**src/rtl/cam_pkg.sv**
```systemverilog
// Shared types and constants for the camera capture path test-pattern source.
package cam_pkg;

    localparam int unsigned PIX_W = 12;
    localparam int unsigned CNT_W = 11;

    // Raster generator states
    typedef enum logic [1:0] {
        ST_IDLE   = 2'd0,
        ST_VBLANK = 2'd1,
        ST_ACTIVE = 2'd2,
        ST_HBLANK = 2'd3
    } state_e;

    // Pattern selection, as presented on iMODE
    typedef enum logic [1:0] {
        MODE_SOLID = 2'd0,
        MODE_RAMP  = 2'd1,
        MODE_BARS  = 2'd2,
        MODE_NOISE = 2'd3
    } mode_e;

    // Noise source: Fibonacci LFSR x^12+x^6+x^4+x+1, taps on bits 11,5,3,0
    localparam logic [PIX_W-1:0] LFSR_SEED = 12'hACE;
    localparam logic [PIX_W-1:0] LFSR_TAPS = 12'h829;

    // One LFSR shift: feedback is the parity of the tapped bits
    function automatic logic [PIX_W-1:0] lfsr_step(input logic [PIX_W-1:0] s);
        return {s[PIX_W-2:0], ^(s & LFSR_TAPS)};
    endfunction

endpackage

```
**src/rtl/bayer_pattern_gen.sv**
```systemverilog
// Combinational pixel pattern for one raster position.
// Mode 3 is LFSR noise only when BAYER_GEN_LFSR_EN is defined; otherwise it repeats the solid level.
module bayer_pattern_gen
    import cam_pkg::*;
#(
    parameter int unsigned H_ACTIVE = 1280
) (
    input  mode_e            mode,
    input  logic [CNT_W-1:0] x,
    input  logic [CNT_W-1:0] y,
    input  logic [PIX_W-1:0] level,
`ifdef BAYER_GEN_LFSR_EN
    input  logic [PIX_W-1:0] lfsr,
`endif
    output logic [PIX_W-1:0] pix_c
);

    // Eight bars across the active width; guard tiny widths from a zero divisor
    localparam int unsigned BAR_W = (H_ACTIVE >= 8) ? (H_ACTIVE / 8) : 1;

    logic [2:0] bar;
    logic       site_on;

    // Bar colour {R,G,B} = bar index, sampled through the Bayer site of (x,y)
    always_comb begin
        bar = 3'(x / CNT_W'(BAR_W));
        case ({y[0], x[0]})
            2'b00:   site_on = bar[1];
            2'b01:   site_on = bar[2];
            2'b10:   site_on = bar[0];
            default: site_on = bar[1];
        endcase
    end

    // Pattern select
    always_comb begin
        pix_c = '0;
        case (mode)
            MODE_SOLID: pix_c = level;
            MODE_RAMP:  pix_c = PIX_W'({1'b0, x} + {1'b0, y});
            MODE_BARS:  pix_c = site_on ? {PIX_W{1'b1}} : '0;
`ifdef BAYER_GEN_LFSR_EN
            MODE_NOISE: pix_c = lfsr;
`else
            MODE_NOISE: pix_c = level;
`endif
            default:    pix_c = level;
        endcase
    end

endmodule

```
**src/rtl/bayer_stream_gen.sv**
```systemverilog
// Raw Bayer test-pattern raster source matching the CCD capture stage output format.
// Optional feature macro: BAYER_GEN_LFSR_EN (mode 3 becomes LFSR noise).
module bayer_stream_gen
    import cam_pkg::*;
#(
    parameter int unsigned H_ACTIVE = 1280,
    parameter int unsigned V_ACTIVE = 960,
    parameter int unsigned H_BLANK  = 160,
    parameter int unsigned V_BLANK  = 2000
) (
    input  logic             iCLK,
    input  logic             iRST,
    input  logic             iRUN,
    input  logic [1:0]       iMODE,
    input  logic [PIX_W-1:0] iLEVEL,
    output logic [PIX_W-1:0] oDATA,
    output logic             oDVAL,
    output logic [CNT_W-1:0] oX_Cont,
    output logic [CNT_W-1:0] oY_Cont,
    output logic             oFVAL,
    output logic [31:0]      oFrame_Cont
);

    localparam int unsigned BLK_MAX = (V_BLANK > H_BLANK) ? V_BLANK : H_BLANK;
    localparam int unsigned BLK_W   = $clog2(BLK_MAX + 1);
    localparam int unsigned FC_W    = 32;

    state_e             state_q, state_d;
    logic [BLK_W-1:0]   blk_q, blk_d;
    logic [CNT_W-1:0]   x_q, x_d;
    logic [CNT_W-1:0]   y_q, y_d;
    mode_e              mode_q, mode_d;
    logic [PIX_W-1:0]   level_q, level_d;
    logic [FC_W-1:0]    frame_q, frame_d;
    logic [PIX_W-1:0]   data_q, data_d;
    logic               dval_q, dval_d;
    logic               fval_q, fval_d;
    logic [PIX_W-1:0]   pix_c;

    // Next state, counters and per-frame pattern latch
    always_comb begin
        state_d = state_q;
        blk_d   = blk_q;
        x_d     = x_q;
        y_d     = y_q;
        mode_d  = mode_q;
        level_d = level_q;
        frame_d = frame_q;
        case (state_q)
            ST_IDLE: begin
                if (iRUN) begin
                    state_d = ST_VBLANK;
                    blk_d   = '0;
                end
            end
            ST_VBLANK: begin
                if (blk_q == BLK_W'(V_BLANK - 1)) begin
                    state_d = ST_ACTIVE;
                    blk_d   = '0;
                    x_d     = '0;
                    y_d     = '0;
                    mode_d  = mode_e'(iMODE);
                    level_d = iLEVEL;
                end else begin
                    blk_d = blk_q + BLK_W'(1);
                end
            end
            ST_ACTIVE: begin
                if (x_q == CNT_W'(H_ACTIVE - 1)) begin
                    state_d = ST_HBLANK;
                    x_d     = '0;
                    blk_d   = '0;
                end else begin
                    x_d = x_q + CNT_W'(1);
                end
            end
            ST_HBLANK: begin
                if (blk_q == BLK_W'(H_BLANK - 1)) begin
                    blk_d = '0;
                    if (y_q != CNT_W'(V_ACTIVE - 1)) begin
                        y_d     = y_q + CNT_W'(1);
                        state_d = ST_ACTIVE;
                    end else begin
                        y_d     = '0;
                        frame_d = frame_q + FC_W'(1);
                        state_d = iRUN ? ST_VBLANK : ST_IDLE;
                    end
                end else begin
                    blk_d = blk_q + BLK_W'(1);
                end
            end
            default: state_d = ST_IDLE;
        endcase
    end

`ifdef BAYER_GEN_LFSR_EN
    logic [PIX_W-1:0] lfsr_q, lfsr_d;

    // Noise state: seeded as row 0 starts, one step after every active pixel
    always_comb begin
        lfsr_d = lfsr_q;
        if (state_q == ST_VBLANK && state_d == ST_ACTIVE) begin
            lfsr_d = LFSR_SEED;
        end else if (state_q == ST_ACTIVE) begin
            lfsr_d = lfsr_step(lfsr_q);
        end
    end

    // Noise state register
    always_ff @(posedge iCLK or negedge iRST) begin
        if (!iRST) begin
            lfsr_q <= '0;
        end else begin
            lfsr_q <= lfsr_d;
        end
    end
`endif

    bayer_pattern_gen #(
        .H_ACTIVE (H_ACTIVE)
    ) u_pattern (
        .mode   (mode_d),
        .x      (x_d),
        .y      (y_d),
        .level  (level_d),
`ifdef BAYER_GEN_LFSR_EN
        .lfsr   (lfsr_d),
`endif
        .pix_c  (pix_c)
    );

    // Outputs follow the next state so they line up with it after the edge
    always_comb begin
        dval_d = (state_d == ST_ACTIVE);
        fval_d = dval_d || (state_d == ST_HBLANK && y_d != CNT_W'(V_ACTIVE - 1));
        data_d = dval_d ? pix_c : '0;
    end

    // State, counter and output registers
    always_ff @(posedge iCLK or negedge iRST) begin
        if (!iRST) begin
            state_q <= ST_IDLE;
            blk_q   <= '0;
            x_q     <= '0;
            y_q     <= '0;
            mode_q  <= MODE_SOLID;
            level_q <= '0;
            frame_q <= '0;
            data_q  <= '0;
            dval_q  <= 1'b0;
            fval_q  <= 1'b0;
        end else begin
            state_q <= state_d;
            blk_q   <= blk_d;
            x_q     <= x_d;
            y_q     <= y_d;
            mode_q  <= mode_d;
            level_q <= level_d;
            frame_q <= frame_d;
            data_q  <= data_d;
            dval_q  <= dval_d;
            fval_q  <= fval_d;
        end
    end

    assign oDATA       = data_q;
    assign oDVAL       = dval_q;
    assign oX_Cont     = x_q;
    assign oY_Cont     = y_q;
    assign oFVAL       = fval_q;
    assign oFrame_Cont = frame_q;

endmodule
```
**config.mk**
```make
export PLATFORM = sky130hd
export DESIGN_NAME = bayer_stream_gen
export DESIGN_NICKNAME = d
export VERILOG_FILES = /design/src/rtl/cam_pkg.sv /design/src/rtl/bayer_pattern_gen.sv /design/src/rtl/bayer_stream_gen.sv
export SDC_FILE = /design/constraint.sdc
export NUM_CORES = 1
export LEC_CHECK = 0
export CORE_MARGIN = 4
export CORE_UTILIZATION = 55
export CTS_CLUSTER_DIAMETER = 40
export DETAILED_ROUTE_END_ITERATION = 10
export GPL_ROUTABILITY_DRIVEN = 0
export PLACE_DENSITY_LB_ADDON = 0.15
export REMOVE_ABC_BUFFERS = 1
export SLEW_MARGIN = 20
export SYNTH_ARGS = -nofsm -noshare
export SYNTH_HDL_FRONTEND = slang
export SYNTH_SLANG_ARGS = --single-unit
```
**constraint.sdc**
```tcl
create_clock -name iCLK -period 7 [get_ports iCLK]
set_input_delay 1.4 -clock iCLK [delete_from_list [all_inputs] [get_ports iCLK]]
set_output_delay 1.4 -clock iCLK [all_outputs]
set_load 0.01 [all_outputs]
```
Word level (Yosys, flattened, before mapping). Cells that the tools add are included. W data, S select, Z words.

Add/subtract/negate cells: 5. Divide/modulo/power cells: 1. Equality and inequality tests: 17. Muxes and demuxes: 27. Bitwise operators: 1. Reductions and logical operators: 7.

Operator list (number): $mux W11 (9); $mux W12 (4); $pmux W11 S2 (2); $pmux W11 S4 (1); $pmux W12 S3 (1); $add A11 B1 Y11 const B (3); $add A32 B1 Y32 const B (1); $eq A11 B11 Y1 const B (2); $ne A11 B10 Y1 const B (2); $eq A2 B2 Y1 const B (7); $mux W2 (7); $add A11 B11 Y12 (1); $div A11 B8 Y11 const B (1); $eq A11 B8 Y1 const B (1); $pmux W2 S4 (1); $eq A2 B1 Y1 const B (3); $logic_not A2 Y1 (2); $ne A2 B2 Y1 const B (2); $reduce_and A3 Y1 (1); $pmux W1 S2 (1); $reduce_and A2 Y1 (1); $reduce_or A2 Y1 (1); $logic_and A1 B1 Y1 (1); $logic_or A1 B1 Y1 (1); other kinds (2) (2).

Register bits after elaboration: 95. Input bits: 17. Output and inout port bits: 68. Logic and storage cells: 68.

Depth between registers and ports, before layout. Gate-level depths: netlist of run 1.

Word-level depth: 9. Mapped depth: 20. Mapped depth without buffers: 18.

By module. A second synthesis of run 1 with hierarchy kept.

Cell total of the unflattened synthesis: 555. Area total of the unflattened synthesis: 5526.6 µm².

Modules (own cells, without submodules): bayer_stream_gen (instances 1, cells an instance 424, area each 4591.9 µm², sequential area each 2377.3 µm²); bayer_pattern_gen (instances 1, cells an instance 131, area each 934.6 µm², sequential area each 0.0 µm²).

Worst setup path after synthesis of run 1. OpenSTA, ideal clock, no wires.

Kind: reg-to-reg. Start: register blk_q[0]. End: register data_q[10], in the netlist oDATA[10]. Library setup time: 0.136 ns. Arrival time: 3.785 ns. Required time: 6.864 ns. Setup slack: 3.079 ns. Stages on the path, launching flop included: 20. Path buffers: 1. Period minus slack after synthesis: 3.921 ns. Cells stage by stage: dfrtp_1 -> ha_1 -> and3_1 -> buf_2 -> nand4_1 -> o21a_1 -> a21o_1 -> a21oi_1 -> inv_1 -> ha_1 -> fa_1 -> a21o_1 -> a21o_1 -> a21o_1 -> a21oi_1 -> o21a_1 -> o21bai_1 -> a21oi_1 -> xor2_1 -> o221ai_2.

Longest elaborated chain between the ends: 8. Elaborated cells on any way between the ends: 28. Classes of those cells: add/sub: 1; div: 1; eq/ne: 8; mux: 16; reduce/logical: 2.

RTL lines: start, declared (RTL line bayer_stream_gen.sv:29) `logic [BLK_W-1:0] blk_q, blk_d;`; start signal, assigned (RTL line bayer_stream_gen.sv:154) `blk_q <= blk_d;`; $eq A11 B8 Y1 / $eq A11 B11 Y1 (equally long branches) (RTL line bayer_stream_gen.sv:78, bayer_stream_gen.sv:57); $mux W11, on equally long branches (RTL line bayer_stream_gen.sv:78, bayer_stream_gen.sv:57); $pmux W11 S2 (*) (RTL line bayer_stream_gen.sv:49) `case (state_q)`; named net u_pattern.y[0] (RTL line bayer_pattern_gen.sv:10) `input logic [CNT_W-1:0] y,`; parallel branches: the longest is 3 deep, another holds $add A11 B11 Y12; $pmux W12 S3 (*) (RTL line bayer_pattern_gen.sv:38) `case (mode)`; $mux W12 (*) (RTL line bayer_stream_gen.sv:136) `data_d = dval_d ? pix_c : '0;`; named net data_d[10] (RTL line bayer_stream_gen.sv:35) `logic [PIX_W-1:0] data_q, data_d;`; end signal, assigned (RTL line bayer_stream_gen.sv:160) `data_q <= data_d;`; end, declared (RTL line bayer_stream_gen.sv:35).

Mark *: on every way through the listed nets, which the timed path passes. A chain may end at the register's enable or synchronous reset.

Worst setup path in the final report of run 1.
Start: register y_q[0], in the netlist oY_Cont[0]. End: register data_q[11], in the netlist oDATA[11].

Elaborated cells on any way between the ends: 17. Classes of those cells: add/sub: 2; eq/ne: 4; mux: 11.

RTL lines: start, declared (RTL line bayer_stream_gen.sv:31) `logic [CNT_W-1:0] y_q, y_d;`; start signal, assigned (RTL line bayer_stream_gen.sv:156) `y_q <= y_d;`; $add A11 B1 Y11 / $ne A11 B10 Y1 (equally long branches) (RTL line bayer_stream_gen.sv:81, bayer_stream_gen.sv:80); $mux W11 (*) (RTL line bayer_stream_gen.sv:80) `if (y_q != CNT_W'(V_ACTIVE - 1)) begin`; $mux W11 (*) (RTL line bayer_stream_gen.sv:78) `if (blk_q == BLK_W'(H_BLANK - 1)) begin`; $pmux W11 S2 (*) (RTL line bayer_stream_gen.sv:49); named net u_pattern.y[3] (RTL line bayer_pattern_gen.sv:10); $add A11 B11 Y12 (*) (RTL line bayer_pattern_gen.sv:40) `MODE_RAMP: pix_c = PIX_W'({1'b0, x} + {1'b0, y});`; $pmux W12 S3 (*) (RTL line bayer_pattern_gen.sv:38); $mux W12 (*) (RTL line bayer_stream_gen.sv:136); named net data_d[11] (RTL line bayer_stream_gen.sv:35).

Mark *: on every way through the listed nets, which the timed path passes. The rest lies on a longest branch.

==> results of run 1 <==
-- path summary, 6_finish.rpt --
| path | from | endpoint | cells after the start |
|---|---|---|---|
| max reg2reg | oY_Cont[0] | oDATA[11] | 15 |
| min | oFrame_Cont[31] | oFrame_Cont[31] | 1 |
| min in group asynchronous | iRST | oFrame_Cont[29] | 1 |
| max | oY_Cont[0] | oDATA[11] | 15 |
| max in group asynchronous | iRST | oX_Cont[8] | 2 |
| min reg2reg | oFrame_Cont[31] | oFrame_Cont[31] | 1 |
-- worst max-delay path: stages (launching register included) --
cell	delay, ns
dfrtp_1	0.45
ha_1	0.28
nor4bb_1	0.26
nand4_1	0.29
o21ai_1	0.64
nor2_1	0.10
o21ai_0	0.19
o41ai_1	0.16
ha_1	0.36
nor2b_1	0.15
o21a_1	0.18
o41a_1	0.35
a21oi_1	0.17
o21bai_1	0.12
o31ai_1	0.30
o221ai_1	0.16
-- cell type report --
cell class                      count  area share (%)
Clock buffer                       10            1.96
Clock inverter                      6            1.25
Inverter                           33            1.90
Multi-Input combinational cell    384            42.9
Sequential cell                    95            36.4
Tap cell                          129            2.47
Timing Repair Buffer               86            13.1
-- power groups by stage --
stage	Clock (µW)	Sequential, µW	Combinational (µW)
CTS	386	554	28.2
detailed placement	0	564	28.2
global route	407	554	31.0
global placement	0	564	27.9
floorplan	0	564	6.03
finish	377	553	27.0
-- cell families after synthesis --
logic type	count (synthesis)	share of synthesized area (%)
and+or+nand+nor	183	18.3
adders and majority gates	26	6.10
xor gates and xnor gates	43	6.98
buffers and inverters	49	4.01
AOI/OAI and AO/OA	112	16.7
DFF	95	44.1
muxes	20	3.78
-- state kept, by name, summed over array words and instances, names as in the netlist --
signal	cells
oY_Cont	11
level_q	12
oDATA	12
oFVAL	1
oX_Cont	11
oDVAL	1
mode_q	2
oFrame_Cont	32
state_q	2
blk_q	11
-- through the flow --
stage	hold slack, ns	instances	worst slack [ns]
after floorplan	0.451	512	2.56
after global placement	0.464	727	2.90
after detailed placement	0.466	727	2.74
after CTS	0.480	743	2.72
after global routing	0.493	743	2.39
final	0.472	743	2.66
-- Yosys cell counts, drive strengths merged, types with 3 or more instances --
cell    instances  area, µm²
buf             9       63.8
a21o            7       52.6
and3           18        113
nor4            5       31.3
nor3            6       41.3
a211oi          3       22.5
dfrtp          95       2380
nand3          20        105
a21oi          11       58.8
o31ai           5       37.5
o221ai         12        168
nor2           32        125
nor2b           5       33.8
mux2            3       33.8
or2             5       31.3
a31oi           8       50.1
xor2           21        184
ha             23        288
and4            5       43.8
and2            5       31.3
xnor2          22        193
o21a            5       37.5
mux2i          17        170
o21ai          38        194
inv            33        124
clkbuf          7       28.8
nand4          17        113
nand2          49        184
nand2b          6       45.0
-- metal layers --
metal	GRT usage (%)	vias up	part of all wire (%)
met4	6.76	0	1.4
met2	39.4	97	52
met1	28.7	2106	43
met5	0	-	0
li1	-	2060	-
met3	2.83	15	3.9
==> impl_results.md, run 1 <==
- Setup Fix Bufs, Post-CTS: 0
- Worst slew margin: 41.5%
- Sequential power share: 57.8%
- Via count: 4278
- TritonRoute pass-1 iters: 5
- CTS tree: done
- PD cells: 147 nW/µm²
- Internal power: 735 µW
- Die footprint: roughly 11000 µm²
- Nets: 650
- Number of port buffers: between 80 and 90
- N_diodes: 0
- Crit Path Max Fanout: 11
- Crit path DAT: 4.52 ns
- Initial Utilization: 57.6%
- CP Class: flip-flop to flip-flop
- Worst path required time: slightly above 7 ns
- Global route overflow: 0
- First-pass GRT wire length: 20600 µm
- Vias in the first global route: 4196
- Area post-placement: 6320 µm²
- Clk_lat worst skew: 0.36 ns
- Synthesized area per cell: between 10 and 15 µm²
- Setup crit end kind: flip-flop
- TritonCTS Buffers: 9
- Final instance area: ~6500 µm²
- Psw: 223 µW
- Commonest cells after routing, fill and taps aside: dfrtp_1 (95), clkdlybuf4s50_1 (83), nand2_1 (49)
- DRT iter0 DRCs: approximately 250
- Initial antenna violation count: 0
- Sequential Area: 2380 µm²
- Ratio of final minimum period to clock period: 61.9%
- Ports: between 80 and 90
- Area of the multi-input gates: 2800 µm²
- Die height: 107 µm
- Distinct cell type count after synthesis: 75
- Vias/cell: roughly 5.8
- Area Overhead vs Synth: 21.0%
- R2R setup slack: about 2.7 ns
- Clock-pin slew on the worst setup and hold paths: 0.10 ns
- HP Class: flip-flop to flip-flop
- Avg WL per Cell: around 17 µm
- Setup Skew: between 0.008 and 0.009 ns
- Startpoint Class: flip-flop
- Max Slew Vio Count: 0
- Least-Margin Pin Slew: 0.878 ns
- Root buffer cell: clkbuf_8
- Clock power frac: 39.4%
- Largest net degree at the start of global routing: around 70
- Antenna Violating Nets Remaining: 0
- RSZ-0062 raised after global routing: no
- Core ar.: roughly 9400 µm²
- GRT Overall Usage: 22.4%
- Total Power: around 960 µW
- Number of flops mapped to enable cells by yosys: 0
- Htree depth: 3
- Top_reg_cell synth: dfrtp_1
- Sw Ratio: 23.3%
- DIE WIDTH: between 100 and 150 µm
- Fillcell total: 749
- Sequential share of the synthesized area: 44.1%
- Max IR drop VDD: approximately 0.086 mV
- Total Wirelength: 12400 µm
- Most common cell after layout, fill and taps aside: dfrtp_1
- Combinational group share of total power: 2.8%
- Post-DP HPWL: 9510 µm
- Fraction of registers with async set/reset: 100%
- Max-cap violations: 0
- Outcome: complete, no violations
- Sink Count: 95
- Final hold vios: 0
- Drc violations: 0
- Clk buf depth: 2
- Syn. warnings: 0
- Fraction of layout cells with a size suffix above 1: 8.96%
- Post-synthesis cell count: 528
- Cts hold-fix bufs: 0
- Highest clock rate: ~230 MHz
- Flops & latches, synth: 95
- Setup Viol. Count Final: 0
- Leak pwr: 0.00302 µW
- Total Neg Setup Slack: 0 ns
- Final core utilization: between 60 and 70%
- Number of cell rows: 35
- Post-CTS Resized: 0
- Final min period: 4.34 ns
- Synthesized cell area: 5390 µm²
(Power assumes the default switching activity.)
==> run 2, diff against run 1 <==
CORE_UTILIZATION = 49   (was 55)
clock period = 3.5 ns   (was 7 ns; I/O delays follow)
==> impl_results.md, run 2 (same netlist as run 1, synthesis figures left out) <==
- Final instance area: 7440 µm²
- Final min period: 3.45 ns
- Drc violations: 0
- Core ar.: 10800 µm²
- Setup Viol. Count Final: 0
- Total Neg Setup Slack: 0 ns
- Max Slew Vio Count: 0
- Clk buf depth: 2
- Crit path DAT: between 3 and 4 ns
- Most common cell after layout, fill and taps aside: dfrtp_1
- First-pass GRT wire length: about 22000 µm
- Max IR drop VDD: 0.228 mV
- Area of the multi-input gates: 3010 µm²
- Area Overhead vs Synth: 38.0%
- DIE WIDTH: 113 µm
- Critical-path cell list: buf_4, and4bb_4, nand4_1, o21a_1, a21o_1, a21oi_2, inv_2, ha_4, fa_2, a21o_1, a21o_1, a21o_1, a21oi_2, o21a_1, o21bai_1, a21oi_1, xor2_1, o221ai_2
- Fillcell total: between 800 and 900
- Fraction of layout cells with a size suffix above 1: 25.1%
- R2R setup slack: around 0.049 ns
- Ports: 85
- Initial Utilization: about half
- Cts hold-fix bufs: 0
- HP Class: primary input to async pin
- Clock-pin slew on the worst setup and hold paths: 0.10 ns
- Die height: 113 µm
- Ratio of final minimum period to clock period: 98.6%
- Final non-filler cell total: between 800 and 900
- Root buffer cell: clkbuf_8
- Area post-placement: 6920 µm²
- Worst reg2reg startpoint: blk_q[8]
- CP Class: flip-flop to flip-flop
- Nets: 740
- N_diodes: 0
- Sequential Area: 2380 µm²
- CP dominant cell by count: a21o_1
- Startpoint Class: flip-flop
- Number of port buffers: 84
- Initial antenna violation count: 0
- Placed cell count: a little over 800
- Die footprint: 12800 µm²
- Outcome: complete, no violations
- Total Wirelength: ~13000 µm
- Worst path required time: between 3 and 4 ns
- Via count: around 4.6k
- Highest clock rate: 290 MHz
- Number of cell rows: 38
- RSZ-0062 raised after global routing: yes
- Setup Skew: a little over 0.01 ns
- Max reg flops: 32
- Global route overflow: 0
- DRT iter0 DRCs: just over 200
- Sink Count: 95
- Post-DP HPWL: 9970 µm
- Final hold vios: 0
- Setup crit end kind: flip-flop
- CP max stage delay: approximately 0.37 ns
- GRT Overall Usage: 21.3%
- PD cells: between 200 and 300 nW/µm²
- Vias in the first global route: 4569
- TritonCTS Buffers: 9
- Commonest cells after routing, fill and taps aside: dfrtp_1 (94), buf_4 (89), clkdlybuf4s50_1 (83)
- CTS tree: done
- Leak pwr: 0.00350 µW
- Reg2Reg Depth: 18
- Max-cap violations: 0
- Vias/cell: 5.50
- Largest net degree at the start of global routing: just over 40
- Htree depth: 3
- Final core utilization: between 60% and 70%
- Slowest-stage cell, CP: dfrtp_1
- TritonRoute pass-1 iters: 4
- Antenna Violating Nets Remaining: 0
- RR Endpoint: oDATA[10]
- Worst slew margin: 56.7%
- Clk_lat worst skew: 0.38 ns
- Least-Margin Pin Slew: 0.648 ns
- Avg WL per Cell: about 16 µm
- Crit Path Max Fanout: 7
[run 2: cell types whose count changed in the layout (fill, tap and decap cells not counted), moves of 3 or more]
cell     previous run  this run
o21ai_0            35        31
a21oi_1            10         6
a21oi_2             1         4
buf_4               3        89
buf_6               0         4
ha_1               23        15
ha_4                0         6
[run 2: timing repair]
item	4_1_cts	5_1_grt
buffers inserted	4	9
resized for setup	15	32
endpoints found under the setup margin	4	10
pin swaps	7	28
[run 2: through the flow]
step | hold WS [ns] | worst slack, ns | power, µW
final | 0.284 | 0.0493 | 1940
after global routing | 0.313 | -0.129 | 2020
after CTS | 0.292 | 0.0127 | 1970
after detailed placement | 0.476 | -0.197 | 1190
after global placement | 0.465 | -0.0718 | 1180
after floorplan | 0.404 | -0.942 | 1140
[run 2: how the worst max path moves through the flow]
stage,startpoint,endpoint,slack (ns)
5_1_grt,blk_q[1],oDATA[10],-0.13
2_1_floorplan,blk_q[0],oDATA[10],-0.94
3_3_place_gp,blk_q[0],oDATA[10],-0.07
3_5_place_dp,blk_q[1],oDATA[10],-0.20
6_report,blk_q[8],oDATA[10],0.05
4_1_cts,state_q[0],oDATA[11],0.01
[run 2: critical path: cells and delay by family, from the launching register on]
kind,cells,cell delay [ns]
AOI/OAI and AO/OA,11,1.64
adders and majority gates,2,0.52
DFF,1,0.37
and+or+nand+nor,2,0.36
buffers and inverters,2,0.23
xor gates and xnor gates,1,0.19
[run 2: per-layer routing]
layer,up-vias,part of all wire [%],track usage (%)
met5,-,0,0
met4,0,2.5,8.73
met1,2255,43,26.8
met3,26,4.1,3.42
li1,2246,-,-
met2,119,51,36.6
[run 2: cell type report]
class	instances	area share [%]
Sequential cell	95	31.9
Multi-Input combinational cell	384	40.4
Tap cell	140	2.35
Clock inverter	5	0.824
Clock buffer	11	2.03
Timing Repair Buffer	176	20.7
Inverter	33	1.66
[run 2: report_power, final]
part           leakage (µW)  total [µW]  internal [µW]  switching [µW]
sequential          0.00127        1110           1100            2.01
clock              0.000110         777            375             402
combinational       0.00212        55.6           22.1            33.5
total               0.00350        1940           1500             438
